==> src/rtl/uart_tx_scheduler.sv <==
`default_nettype none
// ============================================================================
// Module   : uart_tx_scheduler
// Purpose  : Shares a single UART TX pin between N_REQ byte-stream
//            requesters. Round-robin arbitration with packet lock: a granted
//            requester owns the line until it sends a byte flagged last.
//            Contains the 8N1 (or 8E1) frame sequencer and baud counter.
// Config   : define UART_TX_PARITY_EN to insert an even-parity bit between
//            the last data bit and the stop bit (frame = 11 bit times).
// Ports    : clk          - system clock, rising edge
//            reset        - asynchronous, active-low reset
//            io_req_valid - per-requester byte valid
//            io_req_data  - byte of requester i on [8i+7:8i]
//            io_req_last  - byte of requester i ends its packet
//            io_req_ready - byte of requester i accepted this cycle
//            io_grant     - one-hot current owner, 0 when unlocked
//            io_busy      - frame in progress
//            io_tx        - serial output, idle high
// Revision : 1.0 - initial release
// ============================================================================
module uart_tx_scheduler #(
  parameter int N_REQ        = 2,
  parameter int CLKS_PER_BIT = 434
) (
  input  logic               clk,
  input  logic               reset,
  input  logic [N_REQ-1:0]   io_req_valid,
  input  logic [8*N_REQ-1:0] io_req_data,
  input  logic [N_REQ-1:0]   io_req_last,
  output logic [N_REQ-1:0]   io_req_ready,
  output logic [N_REQ-1:0]   io_grant,
  output logic               io_busy,
  output logic               io_tx
);

  localparam int IDX_W  = (N_REQ > 1) ? $clog2(N_REQ) : 1;
  localparam int BAUD_W = (CLKS_PER_BIT > 1) ? $clog2(CLKS_PER_BIT) : 1;
  localparam logic [BAUD_W-1:0] BAUD_LAST = BAUD_W'(CLKS_PER_BIT - 1);

  typedef enum logic [2:0] {
    ST_IDLE   = 3'd0,
    ST_START  = 3'd1,
    ST_DATA   = 3'd2,
    ST_PARITY = 3'd3,
    ST_STOP   = 3'd4
  } state_t;

  state_t             state;
  logic [BAUD_W-1:0]  baud_cnt;
  logic [2:0]         bit_cnt;
  logic [7:0]         data_q;
  logic               last_q;
  logic [IDX_W-1:0]   owner;
  logic               locked;
  logic [IDX_W-1:0]   rr;

  logic [IDX_W-1:0]   sel;
  logic               sel_found;
  logic               accept;
  logic [7:0]         sel_data;
  logic               bit_done;

  // Requester index rr+k wrapped into 0..N_REQ-1 (N_REQ need not be a power of two).
  function automatic logic [IDX_W-1:0] wrap_idx(input logic [IDX_W-1:0] base, input int k);
    int s;
    s = int'(base) + k;
    if (s >= N_REQ) s = s - N_REQ;
    return IDX_W'(s);
  endfunction

  function automatic logic [N_REQ-1:0] onehot(input logic [IDX_W-1:0] idx);
    logic [N_REQ-1:0] v;
    v      = '0;
    v[idx] = 1'b1;
    return v;
  endfunction

  // Selection: the locked owner keeps the line; otherwise scan from rr+1.
  always_comb begin
    sel       = '0;
    sel_found = 1'b0;
    if (locked) begin
      sel       = owner;
      sel_found = io_req_valid[owner];
    end else begin
      for (int k = 1; k <= N_REQ; k++) begin
        if (!sel_found && io_req_valid[wrap_idx(rr, k)]) begin
          sel_found = 1'b1;
          sel       = wrap_idx(rr, k);
        end
      end
    end
  end

  // Ready is combinational, so it is gated by reset to stay low while reset
  // is asserted even though the state register already reads IDLE.
  assign accept   = reset && (state == ST_IDLE) && sel_found;
  assign sel_data = io_req_data[{sel, 3'b000} +: 8];
  assign bit_done = (baud_cnt == BAUD_LAST);

  generate
    for (genvar i = 0; i < N_REQ; i++) begin : g_ready
      assign io_req_ready[i] = accept && (sel == IDX_W'(i));
    end
  endgenerate

  always_ff @(posedge clk or negedge reset) begin
    if (!reset) begin
      state    <= ST_IDLE;
      baud_cnt <= '0;
      bit_cnt  <= '0;
      data_q   <= '0;
      last_q   <= 1'b0;
      owner    <= '0;
      locked   <= 1'b0;
      rr       <= IDX_W'(N_REQ - 1);
      io_grant <= '0;
      io_busy  <= 1'b0;
      io_tx    <= 1'b1;
    end else begin
      case (state)
        ST_IDLE: begin
          if (accept) begin
            data_q   <= sel_data;
            last_q   <= io_req_last[sel];
            owner    <= sel;
            locked   <= 1'b1;
            io_grant <= onehot(sel);
            baud_cnt <= '0;
            io_busy  <= 1'b1;
            io_tx    <= 1'b0;
            state    <= ST_START;
          end
        end

        ST_START: begin
          if (bit_done) begin
            baud_cnt <= '0;
            bit_cnt  <= '0;
            io_tx    <= data_q[0];
            state    <= ST_DATA;
          end else begin
            baud_cnt <= baud_cnt + 1'b1;
          end
        end

        ST_DATA: begin
          if (bit_done) begin
            baud_cnt <= '0;
            if (bit_cnt == 3'd7) begin
`ifdef UART_TX_PARITY_EN
              io_tx <= ^data_q;
              state <= ST_PARITY;
`else
              io_tx <= 1'b1;
              state <= ST_STOP;
`endif
            end else begin
              bit_cnt <= bit_cnt + 3'd1;
              io_tx   <= data_q[bit_cnt + 3'd1];
            end
          end else begin
            baud_cnt <= baud_cnt + 1'b1;
          end
        end

`ifdef UART_TX_PARITY_EN
        ST_PARITY: begin
          if (bit_done) begin
            baud_cnt <= '0;
            io_tx    <= 1'b1;
            state    <= ST_STOP;
          end else begin
            baud_cnt <= baud_cnt + 1'b1;
          end
        end
`endif

        ST_STOP: begin
          if (bit_done) begin
            baud_cnt <= '0;
            io_busy  <= 1'b0;
            state    <= ST_IDLE;
            // Packet ends: release the line and restart the search after the owner.
            if (last_q) begin
              locked   <= 1'b0;
              io_grant <= '0;
              rr       <= owner;
            end
          end else begin
            baud_cnt <= baud_cnt + 1'b1;
          end
        end

        default: begin
          baud_cnt <= '0;
          io_busy  <= 1'b0;
          io_tx    <= 1'b1;
          state    <= ST_IDLE;
        end
      endcase
    end
  end

endmodule
`default_nettype wire
==> config.mk <==
export PLATFORM = sky130hd
export DESIGN_NAME = uart_tx_scheduler
export DESIGN_NICKNAME = d
export VERILOG_FILES = /design/src/rtl/uart_tx_scheduler.sv
export SDC_FILE = /design/constraint.sdc
export NUM_CORES = 1
export LEC_CHECK = 0
export ABC_AREA = 0
export BUFFER_PORTS_ARGS = -buffer_cell sky130_fd_sc_hd__buf_4
export CORE_AREA = 2 2 48 84
export CTS_BUF_LIST = sky130_fd_sc_hd__clkbuf_8
export CTS_CLUSTER_DIAMETER = 50
export CTS_CLUSTER_SIZE = 24
export DETAILED_ROUTE_END_ITERATION = 10
export DIE_AREA = 0 0 50 86
export HOLD_SLACK_MARGIN = 0.02
export PLACE_DENSITY = 0.71
export SYNTH_ARGS = -nofsm -noshare
export SYNTH_HDL_FRONTEND = slang
export SYNTH_SLANG_ARGS = --single-unit
==> constraint.sdc <==
create_clock -name clk -period 1.95 [get_ports clk]
set_input_delay 0.2925 -clock clk [delete_from_list [all_inputs] [get_ports clk]]
set_output_delay 0.2925 -clock clk [all_outputs]
set_load 0.01 [all_outputs]
==> summary.log <==
INFO  outcome        outcome=finished with violations
INFO  outcome        violations=negative setup slack
INFO  synthesis      synth_fa_ha_area_frac=0.0275
INFO  clock_network  clock_latency_of_the_later_clocked_register_in_the_worst_skew_pair=0.28ns
INFO  layout         final_layout_size_suffix_gt1_frac=0.302
INFO  timing         period_minus_slack=2.02ns
INFO  placement      hpwl_after_dpl=3350um
INFO  timing         fmax=0.494GHz
INFO  layout         final_nets=248
INFO  timing         setup_tns=-0.0742ns
INFO  clock_network  tritoncts_num_sinks=31
INFO  setup_path     worst-r2r-cell-count=6
INFO  timing         hold_viol=0
INFO  synthesis      portion_of_netlist_area_occupied_by_mux_cells=0.106
INFO  global_route   track_usage=0.227
INFO  power_and_ir_drop vdd.ir_drop.worst=0.684mV
INFO  power_and_ir_drop p_sw_frac=0.314
INFO  hold_path      min-delay-path-class=in -> reg
INFO  timing         setup-violations-final=1
INFO  layout         final-instance-count-excl-fill=268
INFO  global_route   antenna_found_initial=0
INFO  setup_path     crit_top_cell=sky130_fd_sc_hd__ha_4
INFO  global_route   grt_max_degree=22
INFO  synthesis      synth_area_leaders=sky130_fd_sc_hd__dfrtp_1 40%, sky130_fd_sc_hd__mux2i_1 6.1%, sky130_fd_sc_hd__nand2_1 3.5%, sky130_fd_sc_hd__o21ai_1 3.3%, sky130_fd_sc_hd__dfstp_2 2.9%
INFO  setup_path     max_stage_delay=0.42ns
INFO  global_route   grt_first_pass_wirelength=7350um
INFO  synthesis      area_of_the_mapped_netlist=1820um^2
INFO  setup_path     critical_path_peak_fanout=3
INFO  synthesis      synth.yosys.seq_area_share=0.428
INFO  route          drt-vias-per-instance=5.95
INFO  timing         timing_max_transition_violations_final=0
INFO  timing         transition_time_of_the_tightest_slew_check_pin=0.705ns
INFO  setup_path     criticalPathCategory=reg -> reg
INFO  route          drtIter0Drc=50
INFO  placement      place.gp.congestion=0.811
INFO  synthesis      synth-compound-area-share=0.202
INFO  power_and_ir_drop total_switching_power=0.614mW
INFO  setup_path     path_cells=ha_4 > ha_4 > mux4_2 > nor4b_4 > or4_4 > mux2_4
INFO  setup_path     start_kind=register
INFO  route          drt_first_pass_iters=4
INFO  clock_network  cts_buffers=5
INFO  die            placementRows=29
INFO  synthesis      post_synth_num_cell_types=53
INFO  placement      io_buffer_count=27
INFO  route          wl_per_cell=16.7um
INFO  timing         fin_worst_skew=0.00468ns
INFO  clock_network  cts.root.buffer_cell=sky130_fd_sc_hd__clkbuf_8
INFO  power_and_ir_drop sequentialPowerShare=0.451
INFO  layout         insertedDiodeCount=0
INFO  power_and_ir_drop power_per_cell_area=846nW/um^2
INFO  synthesis      ys_async_sr_fraction=1.00
INFO  synthesis      synth_largest_type_area_fraction=0.399
INFO  synthesis      mean_cell_area_of_the_mapped_netlist=10.1um^2
INFO  synthesis      yosysWarningCount=0
INFO  die            die_area=4300um^2
INFO  die            io-pin-count=28
INFO  global_route   grt_pass1_vias=1631
INFO  clock_network  path_clk_slew=0.06ns
INFO  die            die_x=50um
INFO  setup_path     crit_buf_inv=0
INFO  placement      numPlacedInstances=255
INFO  timing         holdWs=0.286ns
INFO  route          number_of_drc_violations_after_detailed_routing=0
INFO  synthesis      synth_enable_flop_cells=0
INFO  timing         timing.final.crit_share=1.04
INFO  die            die_y=86um
INFO  synthesis      synth.net_count=206
INFO  setup_path     timing.critical_path.slowest_stage_cell=sky130_fd_sc_hd__dfrtp_2
INFO  hold_path      holdCritStartpoint=io_req_data[11]
INFO  hold_path      whs_endpoint=data_q[3]
INFO  timing         timing.final.ws_setup=-0.0742ns
INFO  global_route   total_grt_overflow=0
INFO  synthesis      synthCells=180
INFO  synthesis      synth-simple-area-share=0.182
INFO  clock_network  clock_tree_from_tritoncts=yes
INFO  power_and_ir_drop leakagePower=1.05nW
INFO  synthesis      yosys_most_used_dff=sky130_fd_sc_hd__dfrtp_1
INFO  timing         rsz0062_at_grt=yes
INFO  setup_path     critical_path_required=2.16ns
INFO  route          ant_nets=0
INFO  route          dr_total_vias=1594
INFO  setup_path     regToRegEndpoint=io_tx
INFO  placement      detailedPlace.worstSlack=-0.0927ns
INFO  hold_path      hold-path-cell-count=3
INFO  setup_path     worst_r2r_startpoint=bit_cnt[0]
INFO  clock_network  htree_levels=2
INFO  setup_path     critPathArrivalTime=2.24ns
INFO  power_and_ir_drop p_int=1.34mW
INFO  timing         slew_headroom=0.529
INFO  die            core-area=3590um^2
INFO  layout         area_delta_synth_final=27.0%
INFO  synthesis      synthDominantAreaCellType=sky130_fd_sc_hd__dfrtp_1
INFO  route          routed_wl=4470um
INFO  synthesis      fraction_of_synthesized_cell_area_in_xor_and_xnor_cells=0.00482
INFO  synthesis      yosys-top-cells-count=29 x sky130_fd_sc_hd__dfrtp_1, 17 x sky130_fd_sc_hd__nand2_1, 12 x sky130_fd_sc_hd__o21ai_1
INFO  synthesis      ys_seq_elements=31
INFO  setup_path     cp_top_family=multiplexers
INFO  setup_path     crit_path_end_kind=register
INFO  power_and_ir_drop clock_power_share=0.236
INFO  die            initial_core_utilization=0.506
INFO  synthesis      largest_family_of_logic_cells_by_synthesized_area=compound AO/OA/AOI/OAI gates
INFO  run            timing.max_cap.violations=0
INFO  synthesis      yosysMostFrequentCell=sky130_fd_sc_hd__dfrtp_1
INFO  setup_path     reg2reg_slack=-0.07ns
INFO  layout         num-fill-cells=295
INFO  power_and_ir_drop share_comb_of_total_power=0.313
INFO  clock_network  maximum_clock_insertion_buffer_count=2
[per-stage QoR]
| step | area, um^2 | utilization | total power [mW] |
|---|---|---|---|
| global placement | 2140 | 0.595 | 1.43 |
| CTS | 2260 | 0.628 | 1.95 |
| floorplan | 1840 | - | 1.19 |
| finish | 2310 | 0.643 | 1.95 |
| detailed placement | 2140 | 0.595 | 1.47 |
| global route | 2310 | 0.643 | 2.06 |
[final cells by class]
| class | instances | area, um^2 | share of cell area |
|---|---|---|---|
| repair buffers | 45 | 355 | 0.154 |
| clock buffers | 5 | 68.8 | 0.0298 |
| well taps | 46 | 57.6 | 0.0249 |
| flip-flops and latches | 31 | 782 | 0.339 |
| clock inverters | 2 | 7.51 | 0.00325 |
| multi-input cells | 134 | 1020 | 0.441 |
| inverters | 5 | 18.8 | 0.00813 |
[kinds of logic (layout without fill, tap and decap cells)]
logic type / after synthesis / count (layout)
AO/OA/AOI/OAI: 53 / 53
flip-flops: 31 / 31
multiplexers: 17 / 17
buffers and inverters: 15 / 57
AND/OR/NAND/NOR: 59 / 59
adder cells (fa/ha/maj): 4 / 4
XOR/XNOR: 1 / 1
[cells in the final DEF (no fill, tap or decap), types with 4 or more instances in the layout]
| cell | netlist | final |
|---|---|---|
| sky130_fd_sc_hd__dfrtp_1 | 29 | 26 |
| sky130_fd_sc_hd__nor2_1 | 7 | 7 |
| sky130_fd_sc_hd__o32ai_1 | 4 | 4 |
| sky130_fd_sc_hd__a21oi_1 | 9 | 9 |
| sky130_fd_sc_hd__nand2_1 | 17 | 17 |
| sky130_fd_sc_hd__and3_1 | 6 | 5 |
| sky130_fd_sc_hd__o21ai_1 | 12 | 12 |
| sky130_fd_sc_hd__buf_4 | 0 | 42 |
| sky130_fd_sc_hd__mux2_1 | 4 | 4 |
| sky130_fd_sc_hd__clkbuf_8 | 1 | 5 |
| sky130_fd_sc_hd__nand3_1 | 7 | 7 |
| sky130_fd_sc_hd__mux2i_1 | 11 | 11 |
| sky130_fd_sc_hd__inv_1 | 5 | 7 |
[power by group through the flow]
stage,clock network [mW],registers [mW],logic [mW]
2_1_floorplan,0,0.891,0.296
3_3_place_gp,0,0.884,0.549
3_5_place_dp,0,0.892,0.580
4_1_cts,0.470,0.879,0.602
5_1_grt,0.498,0.895,0.670
6_report,0.462,0.881,0.612
[worst max path at each step]
stage / from / to / slack [ns] / depth (start not counted)
final: bit_cnt[0] / io_tx / -0.07 / 6
after CTS: bit_cnt[0] / io_tx / -0.09 / 6
after global placement: bit_cnt[0] / io_tx / -0.04 / 6
after detailed placement: bit_cnt[0] / io_tx / -0.09 / 6
after global routing: state[2] / io_req_ready[1] / -0.11 / 4
after floorplan: bit_cnt[0] / io_tx / -0.05 / 6
[state kept, by name, indices dropped and copies added (netlist names)]
signal and flops:
baud_cnt 9, locked 1, io_tx 1, bit_cnt 3, state 3, io_grant 2, data_q 8, io_busy 1
rr 1, owner 1, last_q 1
[routing by layer]
metal  vias up  global-route usage  wire length [um]
met4         0               0.109               125
li1        760                   -                 -
met1       770               0.220              1580
met2        51               0.435              2570
met5         -                   0                 0
met3        13              0.0488               190
[tightest hold or removal path: stages]
cell and delay, ns:
sky130_fd_sc_hd__buf_4 0.07, sky130_fd_sc_hd__mux2i_1 0.06, sky130_fd_sc_hd__o21ai_1 0.11
[what timing repair did]
action                                  in CTS  in global routing
hold buffers                                 2                  0
endpoints found under the hold margin       15                  0
gates resized for setup                      2                  9
pin swaps                                    0                  1
endpoints found under the setup margin       3                  4
buffers inserted                             2                  2
Note: power is estimated with default switching activity, not from simulation.
